[config.mk]
export PLATFORM = sky130hd
export DESIGN_NAME = sram_array_driver
export DESIGN_NICKNAME = d
export VERILOG_FILES = /design/src/rtl/sram_array_driver.sv
export SDC_FILE = /design/constraint.sdc
export NUM_CORES = 1
export LEC_CHECK = 0
export CAP_MARGIN = 20
export CORE_AREA = 2 2 143 145
export DETAILED_ROUTE_END_ITERATION = 8
export DIE_AREA = 0 0 145 147
export PLACE_DENSITY = 0.66
export SKIP_LAST_GASP = 1
export SYNTH_ARGS = -nofsm -noshare
export SYNTH_HDL_FRONTEND = slang
export SYNTH_SLANG_ARGS = --single-unit
[constraint.sdc]
create_clock -name clock -period 3.6 [get_ports clock]
set_clock_uncertainty 0.2 [all_clocks]
set_input_delay 0.72 -clock clock [delete_from_list [all_inputs] [get_ports clock]]
set_output_delay 0.72 -clock clock [all_outputs]
set_load 0.01 [all_outputs]
[src/rtl/sram_array_driver.sv]
// sram_array_driver: request-side controller for a 128x4x21 single-port cache array.
// Zero-fills the array after reset, then serves one read or write at a time.
module sram_array_driver #(
  parameter int DEPTH  = 128,
  parameter int ADDR_W = 7,
  parameter int WAYS   = 4,
  parameter int WAY_W  = 21,
  parameter int DATA_W = WAYS * WAY_W
) (
  input  logic              clock,
  input  logic              reset,
  output logic              init_done,
  input  logic              req_valid,
  output logic              req_ready,
  input  logic              req_write,
  input  logic [ADDR_W-1:0] req_addr,
  input  logic [DATA_W-1:0] req_wdata,
  input  logic [WAYS-1:0]   req_wmask,
  output logic              resp_valid,
  input  logic              resp_ready,
  output logic [DATA_W-1:0] resp_rdata,
  output logic [ADDR_W-1:0] RW0_addr,
  output logic              RW0_en,
  output logic              RW0_clk,
  output logic              RW0_wmode,
  output logic [DATA_W-1:0] RW0_wdata,
  output logic [WAYS-1:0]   RW0_wmask,
  input  logic [DATA_W-1:0] RW0_rdata
);

  typedef enum logic [1:0] {
    INIT,
    IDLE,
    RD,
    RESP
  } state_t;

  localparam logic [ADDR_W-1:0] LAST = ADDR_W'(DEPTH - 1);

  state_t            state;
  state_t            state_nx;
  logic [ADDR_W-1:0] cnt;

  assign RW0_clk = clock;

  // State, fill counter, init flag and the captured read data.
  always_ff @(posedge clock) begin
    if (reset) begin
      state      <= INIT;
      cnt        <= '0;
      init_done  <= 1'b0;
      resp_rdata <= '0;
    end else begin
      state <= state_nx;
      if (state == INIT) begin
        cnt <= cnt + 1'b1;
        if (cnt == LAST) init_done <= 1'b1;
      end
      if (state == RD) resp_rdata <= RW0_rdata;
    end
  end

  // Next state and array port decode; idle array pins are held at 0.
  always_comb begin
    state_nx   = state;
    req_ready  = 1'b0;
    resp_valid = 1'b0;
    RW0_en     = 1'b0;
    RW0_wmode  = 1'b0;
    RW0_addr   = '0;
    RW0_wdata  = '0;
    RW0_wmask  = '0;
    unique case (state)
      INIT: begin
        RW0_en    = 1'b1;
        RW0_wmode = 1'b1;
        RW0_addr  = cnt;
        RW0_wmask = '1;
        if (cnt == LAST) state_nx = IDLE;
      end
      IDLE: begin
        req_ready = 1'b1;
        if (req_valid) begin
          RW0_en   = 1'b1;
          RW0_addr = req_addr;
          if (req_write) begin
            RW0_wmode = 1'b1;
            RW0_wdata = req_wdata;
            RW0_wmask = req_wmask;
          end else begin
            state_nx = RD;
          end
        end
      end
      RD: state_nx = RESP;
      RESP: begin
        resp_valid = 1'b1;
        if (resp_ready) state_nx = IDLE;
      end
      default: state_nx = INIT;
    endcase
  end

endmodule

## Yosys cells after proc, flatten, opt, wreduce, memory -nomap -nowiden

Index checks and enable logic that the tools add are counted.
Widths: inputs -> output; s select.

- Word-level logic and storage cells: 36
- Register bits: 94
- Input port bits: 184

- Eq/ne operators: 8
- Reduce and logical (&&, ||, !) cells: 3
- Add/subtract/negate cells: 1
- Multiplexer cells: 20

Operators by type and width:

| cell | count |
|---|---|
| $mux 84 | 3 |
| $pmux 7 s2 | 1 |
| $mux 2 | 4 |
| $mux 4 | 2 |
| $pmux 2 s4 | 1 |
| $pmux 4 s2 | 1 |
| $add 7x1->7 const B | 1 |
| $eq 7x7->1 const B | 1 |
| $mux 7 | 1 |
| $ne 2x2->1 const B | 3 |
| $mux 1 | 5 |
| $eq 2x2->1 const B | 2 |
| $pmux 1 s2 | 2 |
| $reduce_and 4->1 | 1 |
| $eq 2x1->1 const B | 1 |
| $logic_not 2->1 | 1 |
| $ne 2x1->1 const B | 1 |
| $reduce_and 2->1 | 1 |

## Depth between registers and ports, before layout

Gate-level depths: netlist (run 1).

- Word-level depth: 3
- Depth in mapped cells: 7
- Gate-level depth less buffers: 5

==> impl_metrics.yaml, run 1 <==
worst_setup_path:
  crit_path_cell_trace: "clkbuf_16 -> clkbuf_16 -> clkdlybuf4s50_1"
  cp_slowest_cell: "clkdlybuf4s50_1"
  path_buf_inv: 3
  cp.arrival_ns: 2.51
  crit_family: "buffers and inverters"
  critPathLaunchType: "clock port"
  required_ns: 2.68
  critPathMaxFanout: 2
  end_kind: "primary output"
  worst_path_most_repeated_cell: "clkbuf_16"
  critical_path_class: "clock port to primary output"
  slowest_delay_ns: 0.47
cells_and_area:
  drive_gt1_frac: 0.0390
  fillers: 1947
  syn_to_final_growth_pct: 107
  nets: 979
  final_cell_mix: "clkdlybuf4s50_1 (367), dfxtp_1 (94), nor2_1 (93)"
  fin_area_um2: 8500
  final_common_cell: "clkdlybuf4s50_1"
  instances_no_fill: 1067
sta:
  whs_ns: 0.295
  hold_viol_final: 0
  rsz0062_at_grt: "false"
  finalSetupViolCount: 0
  finalSetupTns_ns: 0
  slew_headroom: 0.451
  maxSlewViolCount: 0
  worst_pin_slew_ns: 0.824
clock_tree:
  cts_resized: 0
  cts_tree: "done"
  clk-insertion-delay-late_ns: 0.45
  post-cts-setup-buffer-count: 0
  ctsHoldBuffers: 0
  cts.clk_slew.worst_paths_ns: 0.06
yosys:
  synth_compound_area_frac: 0.0286
  synth_xor_area_frac: 0.0106
  synth_simple_gate_area_share: 0.235
  synth_fa_ha_area_frac: 0.0182
  yosysTopAreaCell: "dfxtp_1"
  ys_warn_count: 0
  ys_types: 29
  synth_cells: 436
  synthTopCellsByArea: "dfxtp_1 (46%), mux2i_1 (21%), and2_1 (13%)"
  synthMuxAreaShare: 0.212
  synth_seq_cells: 94
  synth_top_family_by_area: "simple AND/OR/NAND/NOR gates"
  syn-cell-area_um2: 4110
  synthDominantCellAreaShare: 0.457
  avgSynthCellArea_um2: 9.44
  synth_nets: 626
  yosysSeqAreaShare: 0.457
die:
  die_area_um2: 21300
  fp.dieW_um: 145
  io_pins: 369
  start_util: 0.207
  die_y_um: 147
  num_rows: 52
  core_area_um2: 19800
detailed_routing:
  detail_route.wl_per_cell_um: 16.3
  antenna_left: 0
  drtIter0Drc: 134
  vias: 4326
  firstDrtPassIters: 4
  drc_errors: 0
  routed_wl_mm: 17.4
  via_per_inst: 4.05
power:
  total_power_mw: 3.19
  pwr-share-seq: 0.345
  p_sw_mw: 0.805
  swShare: 0.252
  p_per_area_nw_per_um2: 375
  power_leakage_nw: 3.02
  vdd_drop_max_uv: 310
  p_int_mw: 2.38
  clock_power_share: 0.391
  combPwrFrac: 0.263
run_status:
  status: "finished clean"
global_routing:
  antenna_found_initial: 4
  grt_pass1_wl_mm: 25.7
  gr-usage-met3: 0.0596
  track_usage: 0.160
  use_met2: 0.290
  grtUsageMet1: 0.157
  overflow: 0
  top_usage_layer: "met2"
  grt_pass1_vias: 4316
  grt_max_degree: 57
run:
  drv_cap: 0
min_path:
  hold_class: "flip-flop to flip-flop"
placed_design:
  dp_cells: 1045
  hpwl_mm: 14.0
  gp_congestion: 0.863
  placed_cell_area_um2: 8090
  port_buffers: 368
==> layer usage <==
layer  routed length [µm]  part of all wire
met5                    0                 0
met2                 9160              0.53
met3                 1470             0.085
met4                  499             0.029
met1                 6230              0.36
==> flip-flops by register name (all words and copies together), names as in the netlist <==
name / flops
init_done: 1
resp_rdata: 84
cnt: 7
state: 2
==> Yosys cell counts <==
cell and n:
dfxtp_1 94, nor2_1 93, mux2i_1 86, and2_1 85
clkbuf_1 19, buf_2 11, a22o_1 6, ha_1 6
a21o_1 4, buf_1 3, inv_1 3, xor2_1 3
a21oi_1 2, nand2_1 2, nand2b_1 2, nand4_1 2
or2_2 2, xnor2_1 2, a222oi_1 1, a22o_2 1
and3_1 1, and3_2 1, and4_1 1, buf_4 1
mux2_1 1, nand3_1 1, o21ai_0 1, or2b_1 1
or3_1 1
==> power groups by stage <==
stage               logic [mW]  registers, mW  clock network, mW
floorplan                0.325           1.12             0.0229
global route             0.896           1.11               1.34
CTS                      0.849           1.10               1.30
global placement         0.838           1.12             0.0283
finish                   0.840           1.10               1.25
detailed placement       0.846           1.13             0.0283
==> tightest hold or removal path: stages, from the launching register on <==
cell	delay, ns
dfxtp_1	0.33
mux2i_1	0.06
nor2_1	0.07
==> stage by stage <==
stage	setup WS, ns	utilization
final	0.169	0.428
after global routing	0.0933	0.428
after CTS	0.165	0.428
after detailed placement	0.221	0.408
after global placement	0.250	0.408
after floorplan	0.761	-
==> final timing paths <==
path / to / slack (ns) / cells after the start / start
hold / removal: resp_rdata[46] / 0.30 / 2 / resp_rdata[46]
setup / recovery: RW0_clk / 0.17 / 3 / clock
hold reg to reg: resp_rdata[46] / 0.30 / 2 / resp_rdata[46]
setup reg to reg: cnt[5] / 1.37 / 5 / state[0]
==> cell type report <==
type	instances	area, µm²	share of cell area
Clock buffer	14	324	0.0381
Inverter	3	11.3	0.00132
Antenna cell	3	7.51	0.000883
Tap cell	270	338	0.0397
Multi-Input combinational cell	305	2090	0.246
Timing Repair Buffer	372	3760	0.442
Sequential cell	94	1880	0.221
Clock inverter	6	93.8	0.0110
==> cell families after synthesis <==
group / count (synthesis)
adders and majority gates: 6
DFF: 94
muxes: 87
buffers and inverters: 37
xor gates and xnor gates: 5
AOI/OAI and AO/OA: 15
and+or+nand+nor: 192
No activity file was read; power rests on OpenSTA's default activity.
==> run 2: changes to the inputs <==
CORE_AREA = 2 2 145 147   (was 2 2 143 145)
DIE_AREA = 0 0 147 149   (was 0 0 145 147)
MAX_ROUTING_LAYER = met4   (was unset)
PLACE_DENSITY = 0.65   (was 0.66)
clock period = 3.2 ns   (was 3.6 ns; I/O delays follow)
==> impl_metrics.yaml, run 2 (synthesis gave the netlist of run 1 again) <==
run_status:
  status: "finished clean"
detailed_routing:
  drc_errors: 0
  via_per_inst: 4.03
  drtIter0Drc: 113
  antenna_left: 0
  routed_wl_mm: 16.9
  firstDrtPassIters: 6
  detail_route.wl_per_cell_um: 15.7
  vias: 4340
global_routing:
  grt_pass1_vias: 4286
  grt_max_degree: 71
  overflow: 0
  gr-usage-met3: 0.0462
  antenna_found_initial: 1
  grtUsageMet1: 0.169
  track_usage: 0.151
  top_usage_layer: "met2"
  grt_pass1_wl_mm: 24.3
  use_met2: 0.258
die:
  num_rows: 53
  die_y_um: 149
  start_util: 0.200
  die_area_um2: 21900
  fp.dieW_um: 147
  core_area_um2: 20600
  io_pins: 369
placed_design:
  dp_slack_ns: 0.0112
  port_buffers: 368
  hpwl_mm: 13.6
  placed_cell_area_um2: 8130
  dp_cells: 1057
  gp_congestion: 0.743
cells_and_area:
  nets: 987
  largest_reg_flops: 84
  largest_registers: "resp_rdata (84), cnt (7), state (2)"
  fillers: 2035
  syn_to_final_growth_pct: 108
  final_common_cell: "clkdlybuf4s50_1"
  final_cell_mix: "clkdlybuf4s50_1 (356), nor2_1 (93), dfxtp_1 (93)"
  drive_gt1_frac: 0.0511
  top_register: "resp_rdata"
  fin_area_um2: 8560
  instances_no_fill: 1078
  utilization: 0.416
power:
  p_per_area_nw_per_um2: 401
  power_leakage_nw: 3.22
  vdd_drop_max_uv: 339
worst_setup_path:
  critPathLaunchType: "clock port"
  critical_path_class: "clock port to primary output"
  required_ns: 2.36
  critPathMaxFanout: 2
  end_kind: "primary output"
  cp.arrival_ns: 2.32
clock_tree:
  clk-insertion-delay-late_ns: 0.45
  cts.clk_slew.worst_paths_ns: 0.07
  cts_tree: "done"
  ctsHoldBuffers: 0
sta:
  max_clock_freq_mhz: 318
  finalSetupViolCount: 0
  worst_pin_slew_ns: 0.574
  min_period_ns: 3.16
  period_share: 0.986
  whs_ns: 0.291
  rsz0062_at_grt: "true"
  hold_viol_final: 0
  worst_slack_ns: 0.0448
  slew_headroom: 0.618
  maxSlewViolCount: 0
run:
  drv_cap: 0
min_path:
  hold_class: "flip-flop to flip-flop"
[run 2: changes by cell type in the layout (fill, tap and decap cells not counted), sizes merged, moves of 2 or more]
| cell | delta |
|---|---|
| buf | +7 |
| clkdlybuf4s50 | -11 |
| bufinv | -2 |
| clkinvlp | +2 |
| diode | -2 |
| dlymetal6s2s | +11 |
[run 2: what timing repair did]
action                                  in CTS  in global routing
pin swaps                                    0                  1
endpoints found under the setup margin      66                 85
resized for setup                            3                 13
cloned                                       0                  1
buffers inserted                             0                  0
[run 2: final timing paths]
| path | start | endpoint | slack, ns | cells past startpoint |
|---|---|---|---|---|
| setup / recovery | clock | RW0_clk | 0.04 | 3 |
| hold / removal | init_done | init_done | 0.29 | 2 |
| setup reg to reg | cnt[1] | state[0] | 1.12 | 5 |
| hold reg to reg | init_done | init_done | 0.29 | 2 |
[run 2: layout make-up]
class	count	area (µm²)	area share
repair buffers	380	3850	0.450
multi-input cells	305	2110	0.246
flip-flops and latches	94	1880	0.220
well taps	275	344	0.0402
clock buffers	14	314	0.0367
clock inverters	6	46.3	0.00541
inverters	3	11.3	0.00132
diodes	1	2.50	0.000292
[run 2: report_power, final]
part           switching [mW]  internal [mW]
registers              0.0389           1.20
clock network           0.516          0.712
logic                   0.358          0.603
total                   0.912           2.52
[run 2: layer usage]
metal,part of all wire,vias up
met4,0.012,0
met5,0,-
li1,-,2132
met1,0.41,1963
met3,0.080,22
met2,0.50,223
[run 2: stage by stage]
step           TNS, ns  total power, mW
2_1_floorplan        0             1.65
3_3_place_gp         0             2.25
3_5_place_dp         0             2.26
4_1_cts              0             3.47
5_1_grt        -0.0311             3.60
6_report             0             3.43
[run 2: critical path: stages]
cell,delay (ns)
clkbuf_16,0.12
clkbuf_16,0.13
clkdlybuf4s50_1,0.47
